### src/rtl/uart_rx.sv
// 8N1 UART receiver with mid-bit sampling and stop-bit framing check.
// Optional macro UART_RX_MAJORITY_EN enables 3-sample majority voting.
module uart_rx #(
  parameter int CLK_FREQ  = 50000000,
  parameter int BAUD_RATE = 9600
) (
  input  logic       clk,
  input  logic       rst_n,
  input  logic       rx,
  output logic [7:0] rx_data,
  output logic       rx_valid,
  output logic       rx_frame_err,
  output logic       rx_busy
);

  localparam int BAUD_DIV = CLK_FREQ / BAUD_RATE;
  localparam int HALF_DIV = BAUD_DIV / 2;
  localparam logic [31:0] C_FULL = 32'(BAUD_DIV - 1);
  localparam logic [31:0] C_HALF = 32'(HALF_DIV - 1);

  if (BAUD_DIV < 4) begin : g_bad_div
    $error("uart_rx: BAUD_DIV must be >= 4");
  end

  typedef enum logic [1:0] {
    S_IDLE,
    S_START,
    S_DATA,
    S_STOP
  } state_t;

  state_t      r_state;
  state_t      w_state_nxt;
  logic        r_rx_s1;
  logic        r_rx_s2;
  logic        r_rx_prev;
  logic [31:0] r_baud_cnt;
  logic [31:0] w_baud_nxt;
  logic [2:0]  r_bit_cnt;
  logic [2:0]  w_bit_nxt;
  logic [7:0]  r_shift;
  logic [7:0]  w_shift_nxt;
  logic [7:0]  r_data;
  logic [7:0]  w_data_nxt;
  logic        r_valid;
  logic        w_valid_nxt;
  logic        r_ferr;
  logic        w_ferr_nxt;
  logic        r_busy;
  logic        w_busy_nxt;
  logic        w_bit;

  always_ff @(posedge clk or negedge rst_n) begin
    if (!rst_n) begin
      r_rx_s1   <= 1'b1;
      r_rx_s2   <= 1'b1;
      r_rx_prev <= 1'b1;
    end else begin
      r_rx_s1   <= rx;
      r_rx_s2   <= r_rx_s1;
      r_rx_prev <= r_rx_s2;
    end
  end

`ifdef UART_RX_MAJORITY_EN
  // current synchronised value plus the two before it
  logic [1:0] r_hist;

  always_ff @(posedge clk or negedge rst_n) begin
    if (!rst_n) begin
      r_hist <= 2'b11;
    end else begin
      r_hist <= {r_hist[0], r_rx_s2};
    end
  end

  assign w_bit = (r_rx_s2 & r_hist[0]) |
                 (r_rx_s2 & r_hist[1]) |
                 (r_hist[0] & r_hist[1]);
`else
  assign w_bit = r_rx_s2;
`endif

  always_ff @(posedge clk or negedge rst_n) begin
    if (!rst_n) begin
      r_state    <= S_IDLE;
      r_baud_cnt <= '0;
      r_bit_cnt  <= '0;
      r_shift    <= '0;
      r_data     <= '0;
      r_valid    <= 1'b0;
      r_ferr     <= 1'b0;
      r_busy     <= 1'b0;
    end else begin
      r_state    <= w_state_nxt;
      r_baud_cnt <= w_baud_nxt;
      r_bit_cnt  <= w_bit_nxt;
      r_shift    <= w_shift_nxt;
      r_data     <= w_data_nxt;
      r_valid    <= w_valid_nxt;
      r_ferr     <= w_ferr_nxt;
      r_busy     <= w_busy_nxt;
    end
  end

  always_comb begin
    w_state_nxt = r_state;
    w_baud_nxt  = r_baud_cnt;
    w_bit_nxt   = r_bit_cnt;
    w_shift_nxt = r_shift;
    w_data_nxt  = r_data;
    w_valid_nxt = 1'b0;
    w_ferr_nxt  = 1'b0;
    case (r_state)
      S_IDLE: begin
        w_baud_nxt = '0;
        if (r_rx_prev && !r_rx_s2) begin
          w_state_nxt = S_START;
        end
      end
      S_START: begin
        w_baud_nxt = r_baud_cnt + 32'd1;
        // half-bit check: a high line here was only a glitch
        if (r_baud_cnt == C_HALF) begin
          w_baud_nxt  = '0;
          w_bit_nxt   = '0;
          w_state_nxt = w_bit ? S_IDLE : S_DATA;
        end
      end
      S_DATA: begin
        w_baud_nxt = r_baud_cnt + 32'd1;
        if (r_baud_cnt == C_FULL) begin
          w_baud_nxt  = '0;
          w_shift_nxt = {w_bit, r_shift[7:1]};
          if (r_bit_cnt == 3'd7) begin
            w_state_nxt = S_STOP;
          end else begin
            w_bit_nxt = r_bit_cnt + 3'd1;
          end
        end
      end
      S_STOP: begin
        w_baud_nxt = r_baud_cnt + 32'd1;
        if (r_baud_cnt == C_FULL) begin
          w_baud_nxt  = '0;
          w_state_nxt = S_IDLE;
          if (w_bit) begin
            w_data_nxt  = r_shift;
            w_valid_nxt = 1'b1;
          end else begin
            w_ferr_nxt = 1'b1;
          end
        end
      end
      default: begin
        w_state_nxt = S_IDLE;
      end
    endcase
    w_busy_nxt = (w_state_nxt != S_IDLE);
  end

  assign rx_data      = r_data;
  assign rx_valid     = r_valid;
  assign rx_frame_err = r_ferr;
  assign rx_busy      = r_busy;

endmodule

### config.mk
export PLATFORM = sky130hd
export DESIGN_NAME = uart_rx
export DESIGN_NICKNAME = d
export VERILOG_FILES = /design/src/rtl/uart_rx.sv
export SDC_FILE = /design/constraint.sdc
export NUM_CORES = 1
export LEC_CHECK = 0
export BUFFER_PORTS_ARGS = -buffer_cell sky130_fd_sc_hd__buf_4
export CORE_MARGIN = 8
export CORE_UTILIZATION = 54
export DETAILED_ROUTE_END_ITERATION = 10
export MAX_ROUTING_LAYER = met4
export PLACE_DENSITY_LB_ADDON = 0.12
export SYNTH_ARGS = -nofsm -noshare
export SYNTH_HDL_FRONTEND = slang
export SYNTH_SLANG_ARGS = --single-unit
### constraint.sdc
create_clock -name clk -period 2.2 [get_ports clk]
set_input_delay 0.22 -clock clk [delete_from_list [all_inputs] [get_ports clk]]
set_output_delay 0.22 -clock clk [all_outputs]
set_load 0.01 [all_outputs]
==> results.ini, run 1 <==
[yosys]
synth_top_area_cell=dfrtp_1
yosysSeqAreaShare_pct=53.14
syn-num-nets=261
ys_ff_latch=59
synthCells=255
synthesis.area_sq_um=2785
synth_top_cell_area_share_pct=50.31
yosysUniqueCellTypes=39
synth_flop_cell=dfrtp_1
async_flop_share_pct=100.0
ys_warn_count=0
synth_area_leaders=dfrtp_1 50%, mux2_2 8.1%, xnor2_1 6.3%
syn-mean-instance-area_sq_um=10.92
synth_edf_count=0

[setup_path]
cp_cell_sequence=or4_4 > or4_4 > nor4_4 > buf_6 > mux2_2
startpoint_type=register
crit_family=simple AND/OR/NAND/NOR gates
cp.required_ns=2.43
slowest_stage=or4_4
crit_type=reg -> reg
crit_path_frequent_cell=or4_4
path_buf_inv=1
critPathMaxFanout=8
slowest_delay_ns=0.53
worstPathArrival_ns=2.43
worst_setup_path_end_kind=register

[grt]
grt_use_total_pct=17.13
grt-ovfl-total=0
grt_pass1_vias=2020
grt_max_degree=60
antenna_found_initial=0
grt_pass1_wl_um=9660

[timing]
worst_pin_slew_ns=0.7148
maxSlewViolCount=0
final.period_utilization_pct=99.60
relSlewSlack_pct=52.34
period_minus_slack_ns=2.191
rsz0062_at_grt=yes
setup_viol=0
clock-skew-final_ns=0.01116
fmaxAchievable_mhz=456.4
hold_viol=0

[placed_design]
gp_congestion=0.8144
post-dp-hpwl_um=3597
placed_cell_area_sq_um=3107
dp_cells=351
io_buffers=13

[clock_network]
clk_pin_slew_ns=0.07
cts_tree=built
clock_latency_ns=0.35
htreeDepth=3
numCtsBuffers=9
clockBufferDepth=2
root_buffer=clkbuf_8
cts.sinks=59
cts_setup_buffers=0

[routing]
drtPass1Iterations=4
wl_um=5692
ant_nets=0
drt_iter0_drc=104
post_drt_wl_per_cell_um=15.34
drc=0
via_count=1995
via_per_inst=5.377

[flow_run]
drv_cap=0

[layout]
final_common_cell=dfrtp_1
final_cell_mix=56 x dfrtp_1, 42 x nor2_1, 31 x buf_4
drive_gt1_share_pct=28.24
final_nets=302
finalInstanceArea_sq_um=3450
stdcell_count=371
areaGrowthSynthToFinish_pct=23.85
n_antenna_cell=0
fill_cells=386

[floorplan]
start_util_pct=55.24
io_pins=14
rows=26
die_y_um=87.82
die_area_sq_um=7711
fp.dieW_um=87.82
coreArea_sq_um=5042

[pwr]
power_per_cell_area_nw_per_um2=769.7
seqPwrFrac_pct=45.7
p_int_mw=1.976
power.net_switching_mw=0.6789
ir_worst_vdd_uv=469.9
power_frac_comb_pct=12.5
switching_share_pct=25.57
clkPwrFrac_pct=41.9
p_leak_nw=1.579

[run_status]
status=finished clean

[worst_hold_path]
hold_path.class=reg -> reg

## synthesized netlist by cell type, drive strengths merged, types with 2 or more instances
cell and instances:
or4 2, nor2b 2, nand2 10, inv 8, buf 3, and3 6, and4 5, xor2 9
nand4 10, nor4 6, nor3 12, mux2 20, o21ai 2, nor3b 3, xnor2 20, nand3 10
nor2 42, clkbuf 5, ha 3, nor4bb 4, dfstp 3, and2 2, dfrtp 56
## stage by stage
stage | power (mW) | setup TNS [ns] | setup slack (ns) | hold slack, ns | util (%)
global placement | 1.524 | -0.3730 | -0.04383 | 0.3290 | 61.61
finish | 2.655 | 0 | 0.008752 | 0.3605 | 68.41
CTS | 2.661 | -0.9507 | -0.05588 | 0.3625 | 67.07
global route | 2.774 | -0.4870 | -0.04216 | 0.3656 | 68.41
floorplan | 1.413 | -1.015 | -0.1269 | -0.07559 | -
detailed placement | 1.531 | -1.265 | -0.09149 | 0.3280 | 61.61
## final timing paths
check                                               from                  endpoint  slack, ns  cells after the start
worst max-delay path            r_baud_cnt[26]$_DFF_PN0_    r_shift[1]$_DFFE_PN0P_      0.009                      5
worst min-delay path                   r_rx_s1$_DFF_PN1_         r_rx_s2$_DFF_PN1_       0.36                      0
worst max register to register  r_baud_cnt[26]$_DFF_PN0_    r_shift[1]$_DFFE_PN0P_      0.009                      5
worst min register to register         r_rx_s1$_DFF_PN1_         r_rx_s2$_DFF_PN1_       0.36                      0
max in group asynchronous                          rst_n  r_baud_cnt[21]$_DFF_PN0_       1.25                      2
min in group asynchronous                          rst_n   r_baud_cnt[3]$_DFF_PN0_       0.47                      2
## power by group through the flow
stage	Sequential [mW]	Clock, mW	Combinational (mW)
4_1_cts	1.21	1.13	0.323
3_3_place_gp	1.22	0	0.302
6_report	1.21	1.11	0.331
3_5_place_dp	1.23	0	0.302
2_1_floorplan	1.21	0	0.203
5_1_grt	1.22	1.18	0.366
## cells by family after synthesis
logic type | Yosys count | synth area share [%]
AOI/OAI and AO/OA | 9 | 2.336
xor gates and xnor gates | 29 | 9.120
adders and majority gates | 3 | 1.348
buffers and inverters | 16 | 2.291
DFF | 59 | 53.14
muxes | 20 | 8.086
and+or+nand+nor | 119 | 23.68
## sequential cells by signal (all words and copies together), names as in the netlist
name,count
r_shift,8
r_rx_prev,1
r_state,2
r_rx_s1,1
r_rx_s2,1
r_bit_cnt,3
rx_valid,1
r_baud_cnt,32
rx_data,8
rx_busy,1
rx_frame_err,1
## per-layer routing
metal	global-route usage [%]	part of all wire, %	vias up
met5	-	0	-
met3	4.972	4.1	13
met1	21.53	47	957
li1	-	-	976
met4	8.438	1.8	0
met2	24.62	47	49
## repair_timing
action                                  4_1_cts  5_1_grt
hold buffers                                  2        0
endpoints found under the setup margin       31       52
hold endpoints to repair                     57        0
pin swaps                                     2        2
gates cloned                                  0        2
resized for setup                             5        9
## layout make-up
type | instances | area, sq um | area share (%)
timing repair buffer | 38 | 331.6 | 9.612
clock inverter | 6 | 88.84 | 2.575
clock buffer | 10 | 137.6 | 3.990
multi-input combinational | 180 | 1294 | 37.50
tap | 70 | 87.58 | 2.539
sequential | 59 | 1480 | 42.91
inverter | 8 | 30.03 | 0.8705
Power figures use the tool's default switching activity.
==> inputs of run 2 (changes only) <==
--- a/config.mk
+++ b/config.mk
@@ -7,10 +7,11 @@
 export LEC_CHECK = 0
 export BUFFER_PORTS_ARGS = -buffer_cell sky130_fd_sc_hd__buf_4
 export CORE_MARGIN = 8
-export CORE_UTILIZATION = 54
+export CORE_UTILIZATION = 55
+export CTS_BUF_LIST = sky130_fd_sc_hd__clkbuf_8
 export DETAILED_ROUTE_END_ITERATION = 10
 export MAX_ROUTING_LAYER = met4
-export PLACE_DENSITY_LB_ADDON = 0.12
+export PLACE_DENSITY = 0.76
 export SYNTH_ARGS = -nofsm -noshare
 export SYNTH_HDL_FRONTEND = slang
 export SYNTH_SLANG_ARGS = --single-unit
==> run 2 against run 1 <==
Design area decreased by 0.22%. Critical path depth unchanged. Global-route usage decreased by 0.23 points. Critical path type unchanged. Largest cell class unchanged. First-iteration DRC count increased by 73%.
==> results.ini, run 2 (synthesized netlist as in run 1, its figures left out) <==
[clock_network]
htreeDepth=3  ; unchanged
clock_latency_ns=0.35  ; about the same
root_buffer=clkbuf_8
clk_pin_slew_ns=0.07  ; about the same
cts_tree=built
cts.sinks=59  ; unchanged
numCtsBuffers=9  ; unchanged
clockBufferDepth=2  ; unchanged

[timing]
fmaxAchievable_mhz=456.2  ; about the same
worst_pin_slew_ns=0.7335  ; +0.01870 ns
setup_slack_ns=0.007760  ; -0.0009923 ns
hold_viol=0  ; unchanged
relSlewSlack_pct=51.10  ; -1.2 points
final.period_utilization_pct=99.65  ; about the same
maxSlewViolCount=0  ; unchanged
whs_ns=0.3571  ; -0.003368 ns
rsz0062_at_grt=yes
clock-skew-final_ns=0.01128  ; +0.0001154 ns
period_minus_slack_ns=2.192  ; +0.0009923 ns
setup_viol=0  ; unchanged

[setup_path]
rr_endpoint=r_shift[3]$_DFFE_PN0P_
slowest_stage=or4_4
worstPathArrival_ns=2.42  ; about the same
reg2reg_slack_ns=0.008  ; about the same
crit_path_frequent_cell=or4_4
reg2reg_from=r_baud_cnt[26]$_DFF_PN0_
startpoint_type=register
crit_family=simple AND/OR/NAND/NOR gates
rr_worst_depth=5  ; unchanged
critPathMaxFanout=8  ; unchanged
crit_type=reg -> reg
path_buf_inv=1  ; unchanged
slowest_delay_ns=0.53  ; about the same
worst_setup_path_end_kind=register
cp.required_ns=2.43  ; about the same
cp_cell_sequence=or4_4 > or4_4 > nor4_4 > buf_6 > mux2_2

[grt]
grt_max_degree=60  ; unchanged
grt_use_total_pct=16.90  ; -0.23 points
grt_pass1_wl_um=9556  ; -1.1%
grt-ovfl-total=0  ; unchanged
grt_pass1_vias=1977  ; -2.1%
antenna_found_initial=0  ; unchanged

[worst_hold_path]
min_from=r_rx_s1$_DFF_PN1_
hold_path.class=reg -> reg
hold_depth=0  ; unchanged
holdPathEnd=r_rx_s2$_DFF_PN1_

[pwr]
p_total_mw=2.675  ; +0.76%
p_leak_nw=1.586  ; +0.49%
power_per_cell_area_nw_per_um2=777.2  ; +0.98%
ir_worst_vdd_uv=427.1  ; -9.1%

[layout]
n_antenna_cell=0  ; unchanged
final_common_cell=dfrtp_1
drive_gt1_share_pct=27.91  ; -0.33 points
areaGrowthSynthToFinish_pct=23.58
final_cell_mix=56 x dfrtp_1, 42 x nor2_1, 33 x buf_4
largest_register_ffs=32  ; unchanged
finalCoreUtilization_pct=68.71  ; +0.29 points
regMostFlops=r_baud_cnt
final_nets=302  ; unchanged
fill_cells=371  ; -3.9%

[routing]
drc=0  ; unchanged
via_per_inst=5.534  ; +2.9%
ant_nets=0  ; unchanged
drt_iter0_drc=180  ; +73%
drtPass1Iterations=4  ; unchanged
wl_um=5827  ; +2.4%
post_drt_wl_per_cell_um=15.71  ; +2.4%
via_count=2053  ; +2.9%

[placed_design]
post-dp-hpwl_um=3572  ; -0.69%
gp_congestion=0.8277  ; +1.6%
io_buffers=13  ; unchanged
dp_slack_ns=-0.1121  ; -0.02061 ns

[floorplan]
fp.dieW_um=87.16  ; -0.75%
die_area_sq_um=7597  ; -1.5%
coreArea_sq_um=5010  ; -0.65%
rows=26  ; unchanged
start_util_pct=55.59  ; +0.36 points
die_y_um=87.16  ; -0.75%
io_pins=14  ; unchanged

[run_status]
status=finished clean

[flow_run]
drv_cap=0  ; unchanged

## run 2: worst register-to-register path, cell delays in order, from the launching register on
cell	delay [ns]
dfrtp_1	0.37
or4_4	0.53
or4_4	0.44
nor4_4	0.22
buf_6	0.17
mux2_2	0.34
## run 2: what timing repair did
item | in CTS | in global routing
endpoints found under the setup margin | 16 | 51
buffers inserted | 1 | 0
endpoints found under the hold margin | 57 | 0
hold buffers | 2 | 0
cloned | 0 | 1
resized for setup | 3 | 9
pin swaps | 2 | 2
## run 2: worst max path at each step
stage / start / end / slack, ns / cells past startpoint
finish: r_baud_cnt[26]$_DFF_PN0_ / r_shift[3]$_DFFE_PN0P_ / 0.008 / 5
global route: r_baud_cnt[26]$_DFF_PN0_ / r_shift[3]$_DFFE_PN0P_ / -0.06 / 5
CTS: r_baud_cnt[26]$_DFF_PN0_ / r_shift[3]$_DFFE_PN0P_ / -0.05 / 5
detailed placement: r_baud_cnt[26]$_DFF_PN0_ / rx_data[0]$_DFFE_PN0P_ / -0.11 / 5
global placement: r_baud_cnt[26]$_DFF_PN0_ / r_shift[4]$_DFFE_PN0P_ / -0.04 / 5
floorplan: r_baud_cnt[26]$_DFF_PN0_ / r_shift[0]$_DFFE_PN0P_ / -0.13 / 4
## run 2: per-stage QoR
stage / setup TNS (ns) / instances / area (sq um)
after CTS: -0.3269 / 370 / 3381
final: 0 / 371 / 3442
after detailed placement: -1.331 / 351 / 3107
after floorplan: -1.015 / 255 / 2785
after global placement: -0.4470 / 351 / 3107
after global routing: -0.6503 / 371 / 3442
## run 2: final cells by class
cell class,instances,area (sq um),share of cell area (%)
Clock buffer,11,151.4,4.398
Clock inverter,5,76.32,2.217
Inverter,8,30.03,0.8724
Multi-Input combinational cell,180,1292,37.55
Sequential cell,59,1480,43.00
Tap cell,70,87.58,2.545
Timing Repair Buffer,38,324.1,9.415
## run 2: routing by layer
layer	track usage, %	share of wire (%)	up-vias	wire, um
li1	-	-	981	-
met1	20.41	45	1013	2617
met2	24.71	48	47	2798
met3	6.038	4.3	12	250
met4	7.969	2.7	0	160
met5	-	0	-	0
## run 2: power breakdown
| group | total (mW) | switching [mW] | internal, mW |
|---|---|---|---|
| Combinational | 0.335 | 0.174 | 0.161 |
| Clock | 1.12 | 0.428 | 0.693 |
| Sequential | 1.22 | 0.0651 | 1.15 |
==> inputs of run 3 (changes only) <==
--- a/config.mk
+++ b/config.mk
@@ -6,6 +6,7 @@
 export NUM_CORES = 1
 export LEC_CHECK = 0
 export BUFFER_PORTS_ARGS = -buffer_cell sky130_fd_sc_hd__buf_4
+export CORE_ASPECT_RATIO = 0.75
 export CORE_MARGIN = 8
 export CORE_UTILIZATION = 55
 export CTS_BUF_LIST = sky130_fd_sc_hd__clkbuf_8
==> run 3 against run 2 <==
The run now ends with negative setup slack left. Utilization is 4.1 points higher. Critical path depth is 2 higher. Sequential share of layout area is 1.5 points lower. Non-clock buffer count stayed put. Critical endpoint is now r_baud_cnt[27]$_DFF_PN0_.
==> results.ini, run 3 (synthesized netlist as in run 1, its figures left out) <==
[layout]
regMostFlops=r_baud_cnt
fill_cells=329  ; -11%
areaGrowthSynthToFinish_pct=28.12
largest_register_ffs=32  ; unchanged
final_nets=302  ; unchanged
final_common_cell=dfrtp_1
n_antenna_cell=0  ; unchanged
final_cell_mix=56 x dfrtp_1, 31 x buf_4, 26 x nor2_1
drive_gt1_share_pct=34.22  ; +6.3 points

[floorplan]
rows=22  ; -15%
fp.dieW_um=98.17  ; +13%
io_pins=14  ; unchanged
die_y_um=77.63  ; -11%
coreArea_sq_um=4900  ; -2.2%
start_util_pct=56.84  ; +1.2 points
die_area_sq_um=7621  ; +0.32%

[setup_path]
crit_type=reg -> reg
reg2reg_from=r_baud_cnt[21]$_DFF_PN0_
rr_endpoint=r_baud_cnt[27]$_DFF_PN0_
slowest_delay_ns=0.53  ; about the same
startpoint_type=register
critPathMaxFanout=8  ; unchanged
rr_worst_depth=7  ; +2
worst_setup_path_end_kind=register
slowest_stage=or4_4
cp.required_ns=2.43  ; about the same
cp_cell_sequence=or4_4 > or3_4 > nor3_4 > buf_6 > mux2_4 > clkbuf_16 > nor2_2
worstPathArrival_ns=2.46  ; +0.04 ns
reg2reg_slack_ns=-0.03  ; -0.04 ns

[clock_network]
cts_tree=built
clk_pin_slew_ns=0.07  ; about the same
root_buffer=clkbuf_8
clock_latency_ns=0.34  ; about the same
numCtsBuffers=9  ; unchanged
cts.sinks=59  ; unchanged
clockBufferDepth=2  ; unchanged
htreeDepth=3  ; unchanged

[timing]
fmaxAchievable_mhz=448.6  ; -1.7%
period_minus_slack_ns=2.229  ; +0.03694 ns
clock-skew-final_ns=0.007065  ; -0.004213 ns
hold_viol=0  ; unchanged
relSlewSlack_pct=52.30  ; +1.2 points
worst_pin_slew_ns=0.7155  ; -0.01801 ns
final.period_utilization_pct=101.3  ; +1.7 points
whs_ns=0.3574  ; +0.0003260 ns
setup_slack_ns=-0.02918  ; -0.03694 ns
setup_tns_ns=-0.3482  ; -0.3482 ns
rsz0062_at_grt=yes
setup_viol=25  ; +25
maxSlewViolCount=0  ; unchanged

[pwr]
ir_worst_vdd_uv=423.0  ; -0.95%
p_total_mw=2.692  ; +0.62%
power_per_cell_area_nw_per_um2=754.4  ; -2.9%
p_leak_nw=1.577  ; -0.58%

[routing]
drc=0  ; unchanged
drt_iter0_drc=79  ; -56%
post_drt_wl_per_cell_um=16.19  ; +3.1%
wl_um=5844  ; +0.29%
via_count=2053  ; unchanged
via_per_inst=5.687  ; +2.8%
drtPass1Iterations=4  ; unchanged
ant_nets=0  ; unchanged

[grt]
grt_max_degree=60  ; unchanged
grt_pass1_vias=2052  ; +3.8%
grt_use_total_pct=16.22  ; -0.68 points
grt_pass1_wl_um=9708  ; +1.6%
grt-ovfl-total=0  ; unchanged
antenna_found_initial=0  ; unchanged

[worst_hold_path]
hold_path.class=reg -> reg
holdPathEnd=r_rx_s2$_DFF_PN1_
hold_depth=0  ; unchanged
min_from=r_rx_s1$_DFF_PN1_

[placed_design]
gp_congestion=0.7863  ; -5.0%
io_buffers=13  ; unchanged
dp_slack_ns=-0.08108  ; +0.03103 ns
post-dp-hpwl_um=3765  ; +5.4%

[run_status]
violations=negative setup slack
status=complete, but fails checks

[flow_run]
drv_cap=0  ; unchanged

## run 3: worst max-delay path by stage
stage	from	cells past startpoint	slack, ns	to
floorplan	r_baud_cnt[26]$_DFF_PN0_	4	-0.13	r_shift[0]$_DFFE_PN0P_
global placement	r_baud_cnt[26]$_DFF_PN0_	5	-0.04	r_shift[0]$_DFFE_PN0P_
detailed placement	r_baud_cnt[26]$_DFF_PN0_	5	-0.08	r_shift[6]$_DFFE_PN0P_
CTS	r_baud_cnt[21]$_DFF_PN0_	5	-0.07	r_shift[1]$_DFFE_PN0P_
global route	r_baud_cnt[21]$_DFF_PN0_	7	-0.06	r_baud_cnt[26]$_DFF_PN0_
finish	r_baud_cnt[21]$_DFF_PN0_	7	-0.03	r_baud_cnt[27]$_DFF_PN0_
## run 3: layout make-up
cell class	count	area [sq um]	share of cell area [%]
sequential	59	1480	41.48
multi-input combinational	180	1411	39.55
inverter	8	30.03	0.8415
clock inverter	6	88.84	2.489
timing repair buffer	38	345.3	9.677
clock buffer	10	137.6	3.857
tap	60	75.07	2.104
## run 3: repair_timing
action / CTS / global route
endpoints found under the hold margin: 57 / 0
cloned: 0 / 2
setup buffers: 0 / 0
pin swaps: 3 / 10
endpoints found under the setup margin: 17 / 51
resized for setup: 12 / 34
hold buffers: 2 / 0
## run 3: power by group
group | switching (mW) | internal (mW) | total (mW)
logic | 0.187 | 0.184 | 0.372
registers | 0.0641 | 1.15 | 1.22
clock network | 0.435 | 0.667 | 1.10
## run 3: metal layers
| layer | vias up | GRT usage, % | part of all wire [%] |
|---|---|---|---|
| li1 | 976 | - | - |
| met5 | - | - | 0 |
| met3 | 14 | 4.902 | 4.0 |
| met1 | 1016 | 20.62 | 47 |
| met4 | 0 | 5.649 | 1.6 |
| met2 | 47 | 24.15 | 47 |
## run 3: critical path, delay by kind of cell (launching register included)
| family | cells | cell delay [ns] |
|---|---|---|
| AND/OR/NAND/NOR | 4 | 1.21 |
| flip-flops | 1 | 0.38 |
| buffers and inverters | 2 | 0.34 |
| multiplexers | 1 | 0.19 |
## run 3: stage by stage
stage / util (%) / instance area [sq um] / instances
after floorplan: - / 2785 / 255
after global placement: 63.15 / 3094 / 341
after detailed placement: 63.15 / 3094 / 341
after CTS: 69.18 / 3390 / 359
after global routing: 72.83 / 3568 / 361
final: 72.83 / 3568 / 361
